### config.mk
export PLATFORM = sky130hd
export DESIGN_NAME = channel_retr_sequencer
export DESIGN_NICKNAME = d
export VERILOG_FILES = /design/src/rtl/channel_retr_sequencer_pkg.sv /design/src/rtl/channel_index_counter.sv /design/src/rtl/channel_retr_sequencer.sv
export SDC_FILE = /design/constraint.sdc
export NUM_CORES = 1
export LEC_CHECK = 0
export CAP_MARGIN = 40
export CORE_UTILIZATION = 40
export DETAILED_ROUTE_END_ITERATION = 16
export GPL_TIMING_DRIVEN = 0
export PLACE_DENSITY_LB_ADDON = 0.25
export RECOVER_POWER = 100
export SYNTH_ARGS = -nofsm -noshare
export SYNTH_HDL_FRONTEND = slang
export SYNTH_HIERARCHICAL = 1
export SYNTH_SLANG_ARGS = --single-unit
### constraint.sdc
create_clock -name Clk_CI -period 2.65 [get_ports Clk_CI]
set_input_delay 0.265 -clock Clk_CI [delete_from_list [all_inputs] [get_ports Clk_CI]]
set_output_delay 0.265 -clock Clk_CI [all_outputs]
set_load 0.05 [all_outputs]
### src/rtl/channel_retr_sequencer_pkg.sv
// Shared constants, helper functions and FSM encoding for the channel
// retrieval sequencer slice.
package channel_retr_sequencer_pkg;

  localparam int INPUT_CHANNELS        = 4;
  localparam int DEFAULT_MOD1_CHANNELS = INPUT_CHANNELS;
  localparam int DEFAULT_MOD2_CHANNELS = INPUT_CHANNELS;
  localparam int DEFAULT_MOD3_CHANNELS = INPUT_CHANNELS;

  typedef enum logic [1:0] {
    IDLE = 2'd0,
    RUN  = 2'd1,
    DONE = 2'd2
  } seqState_t;

  // Never returns 0, so a single-channel build still gets a 1-bit index.
  function automatic int ceilLog2(input int value);
    int width;
    width = 1;
    for (int i = 1; i < 31; i++) begin
      if ((1 << i) < value) width = i + 1;
    end
    return width;
  endfunction

  function automatic int maxOf3(input int a, input int b, input int c);
    int m;
    m = (a > b) ? a : b;
    return (m > c) ? m : c;
  endfunction

endpackage

### src/rtl/channel_index_counter.sv
// Saturating per-modality channel index: loads 0 on sweep start, advances on
// each accepted step and parks at LIMIT-1 once the modality runs out.
module channel_index_counter #(
  parameter int CH_WIDTH = 2,
  parameter int LIMIT    = 4
) (
  input  logic                Clk_CI,
  input  logic                Reset_RI,
  input  logic                Clear_SI,
  input  logic                Load_SI,
  input  logic                Step_SI,
  output logic [CH_WIDTH-1:0] Index_DO,
  output logic                ModValid_SO
);

  localparam logic [CH_WIDTH-1:0] LAST_INDEX = CH_WIDTH'(LIMIT - 1);

  // NOTE: sequential state is updated with non-blocking assignments so every
  // register samples the pre-edge values of its inputs.
  always_ff @(posedge Clk_CI) begin
    if (Reset_RI || Clear_SI) begin
      Index_DO    <= '0;
      ModValid_SO <= 1'b0;
    end else if (Load_SI) begin
      Index_DO    <= '0;
      ModValid_SO <= 1'b1;
    end else if (Step_SI && ModValid_SO) begin
      if (Index_DO == LAST_INDEX) begin
        ModValid_SO <= 1'b0;
      end else begin
        Index_DO <= Index_DO + CH_WIDTH'(1);
      end
    end
  end

endmodule

### src/rtl/channel_retr_sequencer.sv
// Walks mod1/mod2/mod3 channel indices in lockstep for the retrieval lookup,
// one step per valid/ready handshake with the spatial encoder.
module channel_retr_sequencer
  import channel_retr_sequencer_pkg::*;
#(
  parameter int CH_WIDTH      = ceilLog2(INPUT_CHANNELS),
  parameter int MOD1_CHANNELS = DEFAULT_MOD1_CHANNELS,
  parameter int MOD2_CHANNELS = DEFAULT_MOD2_CHANNELS,
  parameter int MOD3_CHANNELS = DEFAULT_MOD3_CHANNELS
) (
  input  logic                Clk_CI,
  input  logic                Reset_RI,
  input  logic                Start_SI,
  input  logic                Clear_SI,
  output logic                Idle_SO,
  output logic                ChannelValid_SO,
  input  logic                ChannelReady_SI,
  output logic [CH_WIDTH-1:0] channel_mod1_DO,
  output logic [CH_WIDTH-1:0] channel_mod2_DO,
  output logic [CH_WIDTH-1:0] channel_mod3_DO,
  output logic [2:0]          ModValid_SO,
  output logic                FirstChannel_SO,
  output logic                LastChannel_SO,
  output logic [CH_WIDTH-1:0] StepCount_SO,
  output logic                Done_SO
);

  localparam int                  MAXCH     = maxOf3(MOD1_CHANNELS, MOD2_CHANNELS, MOD3_CHANNELS);
  localparam logic [CH_WIDTH-1:0] LAST_STEP = CH_WIDTH'(MAXCH - 1);

  if (MOD1_CHANNELS < 1 || MOD1_CHANNELS > (1 << CH_WIDTH) ||
      MOD2_CHANNELS < 1 || MOD2_CHANNELS > (1 << CH_WIDTH) ||
      MOD3_CHANNELS < 1 || MOD3_CHANNELS > (1 << CH_WIDTH)) begin : gBadChannelCount
    $fatal(1, "channel_retr_sequencer: channel count outside 1..2**CH_WIDTH");
  end

  seqState_t           stateQ, stateD;
  logic [CH_WIDTH-1:0] stepD;
  logic                validD, firstD, lastD, doneD;
  logic                loadIdx, stepIdx, flushIdx;
  logic                handshake;

  assign handshake = ChannelValid_SO & ChannelReady_SI;

  // NOTE: every signal driven here gets a default first, so no path through
  // the block leaves a value unassigned and no latch is inferred.
  always_comb begin
    stateD   = stateQ;
    stepD    = StepCount_SO;
    validD   = ChannelValid_SO;
    firstD   = FirstChannel_SO;
    lastD    = LastChannel_SO;
    doneD    = 1'b0;
    loadIdx  = 1'b0;
    stepIdx  = 1'b0;
    flushIdx = 1'b0;

    if (Clear_SI) begin
      // Abort wins over start and over a same-cycle handshake.
      stateD   = IDLE;
      stepD    = '0;
      validD   = 1'b0;
      firstD   = 1'b0;
      lastD    = 1'b0;
      flushIdx = 1'b1;
    end else begin
      unique case (stateQ)
        IDLE: begin
          if (Start_SI) begin
            stateD  = RUN;
            stepD   = '0;
            validD  = 1'b1;
            firstD  = 1'b1;
            lastD   = (MAXCH == 1);
            loadIdx = 1'b1;
          end
        end
        RUN: begin
          if (handshake) begin
            if (StepCount_SO == LAST_STEP) begin
              stateD   = DONE;
              stepD    = '0;
              validD   = 1'b0;
              firstD   = 1'b0;
              lastD    = 1'b0;
              doneD    = 1'b1;
              flushIdx = 1'b1;
            end else begin
              stepD   = StepCount_SO + CH_WIDTH'(1);
              firstD  = 1'b0;
              lastD   = (stepD == LAST_STEP);
              stepIdx = 1'b1;
            end
          end
        end
        DONE:    stateD = IDLE;
        default: stateD = IDLE;
      endcase
    end
  end

  always_ff @(posedge Clk_CI) begin
    if (Reset_RI) begin
      stateQ          <= IDLE;
      StepCount_SO    <= '0;
      ChannelValid_SO <= 1'b0;
      FirstChannel_SO <= 1'b0;
      LastChannel_SO  <= 1'b0;
      Done_SO         <= 1'b0;
      Idle_SO         <= 1'b1;
    end else begin
      stateQ          <= stateD;
      StepCount_SO    <= stepD;
      ChannelValid_SO <= validD;
      FirstChannel_SO <= firstD;
      LastChannel_SO  <= lastD;
      Done_SO         <= doneD;
      Idle_SO         <= (stateD == IDLE);
    end
  end

  channel_index_counter #(.CH_WIDTH(CH_WIDTH), .LIMIT(MOD1_CHANNELS)) u_mod1Counter (
    .Clk_CI      (Clk_CI),
    .Reset_RI    (Reset_RI),
    .Clear_SI    (flushIdx),
    .Load_SI     (loadIdx),
    .Step_SI     (stepIdx),
    .Index_DO    (channel_mod1_DO),
    .ModValid_SO (ModValid_SO[0])
  );

  channel_index_counter #(.CH_WIDTH(CH_WIDTH), .LIMIT(MOD2_CHANNELS)) u_mod2Counter (
    .Clk_CI      (Clk_CI),
    .Reset_RI    (Reset_RI),
    .Clear_SI    (flushIdx),
    .Load_SI     (loadIdx),
    .Step_SI     (stepIdx),
    .Index_DO    (channel_mod2_DO),
    .ModValid_SO (ModValid_SO[1])
  );

  channel_index_counter #(.CH_WIDTH(CH_WIDTH), .LIMIT(MOD3_CHANNELS)) u_mod3Counter (
    .Clk_CI      (Clk_CI),
    .Reset_RI    (Reset_RI),
    .Clear_SI    (flushIdx),
    .Load_SI     (loadIdx),
    .Step_SI     (stepIdx),
    .Index_DO    (channel_mod3_DO),
    .ModValid_SO (ModValid_SO[2])
  );

endmodule

==> impl_results.md <==
* FF+latch count, synth at 18
* P&R area growth vs syn at 31.79%
* Final period util at 84.73%
* Worst path max stage delay at 0.47 ns
* # diodes at 0
* Fin Setup TNS at 0 ns
* Drt pass-1 iters at 4
* Synthesized area at 838.3 um^2
* Count leader, synth: dfxtp_1
* Post-synthesis adder-cell area fraction at 7.463%
* Post-synthesis sequential area ratio at 42.99%
* Rows at 16
* Sink Count at 18
* Max transition margin at 61.06%
* H-tree depth at 1
* DRC at 0
* DP Wirelength at 1255 um
* Gate Count Post-Synth at 82
* Starting DRT DRC Count at 4
* Status: complete, no violations
* Post-synth cell types at 26
* EDFF count, synth at 0
* Buf/Inv on CP at 3
* Max Cap Viol at 0
* First-pass GRT wire length at 2525 um
* Clk_skew at 0.004219 ns
* Antenna Nets Post-Route at 0
* Critical path's slowest cell: clkdlybuf4s50_1
* Post-Route WL at 1701 um
* Initial antenna violation count at 0
* Die Ht at 47.78 um
* Critical Path Sink Type: flop
* Setup repair bufs after CTS at 0
* Largest family of logic cells by synthesized area: simple AND/OR/NAND/NOR gates
* Vias at 711
* GPL Wtd Cong at 0.7225
* Critical-path cell list: clkdlybuf4s50_1 -> or3b_1 -> clkbuf_1 -> nor2_1 -> clkbuf_1 -> nor4_1 -> mux2_1
* FF-to-FF Start: stateQ[0]
* Path type of the worst min-delay path: reg2reg
* TritonCTS buffer count at 3
* CTS tree: done
* Syn_nets at 92
* Warnings from Yosys at 6
* I/O Pins at 21
* Worst EP arrival at 2.43 ns
* Mean Syn Cell Area at 10.22 um^2
* CP max FO at 10
* Vias/cell at 5.306
* Hold Buf Count CTS at 0
* Cts repair resizes at 0
* Clock root cell: clkbuf_4
* Compound-Gate Fraction of Synth Area at 10.75%
* Crit. Startpoint: Start_SI
* Slew @ Worst Pin at 0.5822 ns
* Max Fclk at 0.4454 GHz
* Top post-synthesis cells by count: dfxtp_1 (18), nor4b_1 (9), mux2_1 (6), nor2_1 (6), ha_1 (5)
* Post-Synth Simple-Gate Area at 28.06%
* Hold Violations, Final at 0
* Ranking of synthesized cells by area: dfxtp_1 (43%), nor4b_1 (9.4%), mux2_1 (8.1%), ha_1 (7.5%), and3b_1 (3.1%)
* Cell Pwr Density at 451.3 nW/um^2
* Max Root-Sink Buffers at 2
* Pin count of the biggest net entering global routing at 18
* Clk pin slew, worst setup/hold paths at 0.11 ns
* Final Util at 56.31%
* Top FF cell, synth: dfxtp_1
* Port buffer count at 20
* Async S/R FF share, synth at 0%
* Peak supply drop at 0.2941 mV
* DIE AREA at 2283 um^2
* Ratio of cells with drive above 1 in the final layout at 3.738%
* GRT Util Overall at 16.50%
* Placed Instance Area at 1080 um^2
* Dominant cell type by area after synthesis: dfxtp_1
* Initial core utilization at 42.73%
* Fin crit period at 2.245 ns
* Post-synthesis xor/xnor area fraction at 0%
* Post-DR wirelength/cell at 12.69 um
* CP Data Required Time at 2.83 ns
* Design area at 1105 um^2
* Core area at 1962 um^2
* Total leakage power at 0.4724 nW
* GRT overflow at 0
* CP top delay family: buffers and inverters
* NumNets Final at 118
* Worst setup SP type: input pin
* Top cell by count, worst path: clkbuf_1
* Critical path class: in2reg
* RSZ-0062 raised after global routing: no
* Die span in x at 47.78 um
* Clk_lat worst skew at 0.29 ns
* Number of global-route vias before repair at 591
* Yosys top cell area share at 42.99%
* Endpoints failing setup at 0
* Hold Path Origin: FirstChannel_SO
* Mux contribution to synthesized area at 8.060%
* Pins Over Slew Limit at 0
per-stage QoR:
stage | cells | power (W) | setup WS, ns | hold slack (ns)
after floorplan | 82 | 0.0003162 | 0.7190 | 0.3944
after global placement | 129 | 0.0003375 | 0.1267 | 0.4432
after detailed placement | 130 | 0.0003405 | 0.2939 | 0.4604
after CTS | 134 | 0.0005076 | 0.6019 | 0.4761
after global routing | 134 | 0.0005210 | 0.3017 | 0.5083
final | 134 | 0.0004986 | 0.4046 | 0.4731
kinds of logic after synthesis:
| group | after synthesis |
|---|---|
| AND/OR/NAND/NOR | 36 |
| flip-flops | 18 |
| AO/OA/AOI/OAI | 13 |
| multiplexers | 6 |
| adder cells (fa/ha/maj) | 5 |
| buffers and inverters | 4 |
worst paths after layout:
check | end | slack, ns | cells after the start
worst max-delay path | u_mod1Counter/Index_DO[0] | 0.40 | 7
worst min-delay path | FirstChannel_SO | 0.47 | 2
worst max register to register | u_mod1Counter/Index_DO[0] | 0.48 | 6
worst min register to register | FirstChannel_SO | 0.47 | 2
layout by cell type (no fill, tap or decap):
cell type and n:
clkdlybuf4s50_1 2, inv_1 2, nand4b_1 1, dfxtp_1 18
nand3_1 2, a221oi_1 1, o31ai_1 1, clkbuf_4 3
o21a_1 3, and3b_1 3, a41oi_1 1, a21boi_0 3
nand2_1 4, ha_1 5, mux2_1 6, o21ai_0 1
nor4_1 3, or3b_1 1, nor2_1 6, a21oi_1 3
and4b_1 1, clkbuf_8 1, or2_0 1, dlygate4sd3_1 18
or4_1 1, nor3_1 2, nand2b_1 2, nor4b_1 9
clkbuf_1 3
metal layers:
metal / GRT usage, % / vias to the layer above / wire length [um] / part of all wire [%]
met2: 24.59 / 12 / 828 / 49
met1: 21.10 / 334 / 780 / 46
met5: 0 / - / 0 / 0
met4: 10.00 / 0 / 21 / 1.2
met3: 4.528 / 2 / 71 / 4.2
li1: - / 363 / - / -
worst reg2reg max path, delay by kind of cell (launching register included):
family                 cells  cell delay [ns]
and+or+nand+nor            3             0.84
buffers and inverters      2             0.56
DFF                        1             0.35
muxes                      1             0.32
registers in the layout, summed over array words and instances, names as in the netlist:
signal / cells
u_mod1Counter/ModValid_SO: 1
u_mod2Counter/ModValid_SO: 1
Done_SO: 1
u_mod3Counter/Index_DO: 2
StepCount_SO: 2
u_mod1Counter/Index_DO: 2
Idle_SO: 1
LastChannel_SO: 1
u_mod2Counter/Index_DO: 2
FirstChannel_SO: 1
u_mod3Counter/ModValid_SO: 1
stateQ: 2
ChannelValid_SO: 1
final cells by class:
type	count	area (um^2)
Sequential cell	18	360.3
Inverter	2	7.507
Fill cell	202	857.1
Multi-Input combinational cell	60	455.4
Timing Repair Buffer	21	203.9
Clock buffer	4	36.28
Tap cell	27	33.78
Buffer	2	7.507
where the power goes:
part / internal [W] / total [W] / switching (W) / leakage [nW]
logic: 0.0000169 / 0.0000520 / 0.0000351 / 0.305
clock network: 0.0000836 / 0.000169 / 0.0000851 / 0.0210
registers: 0.000275 / 0.000278 / 0.00000305 / 0.146
Power figures use the tool's default switching activity.
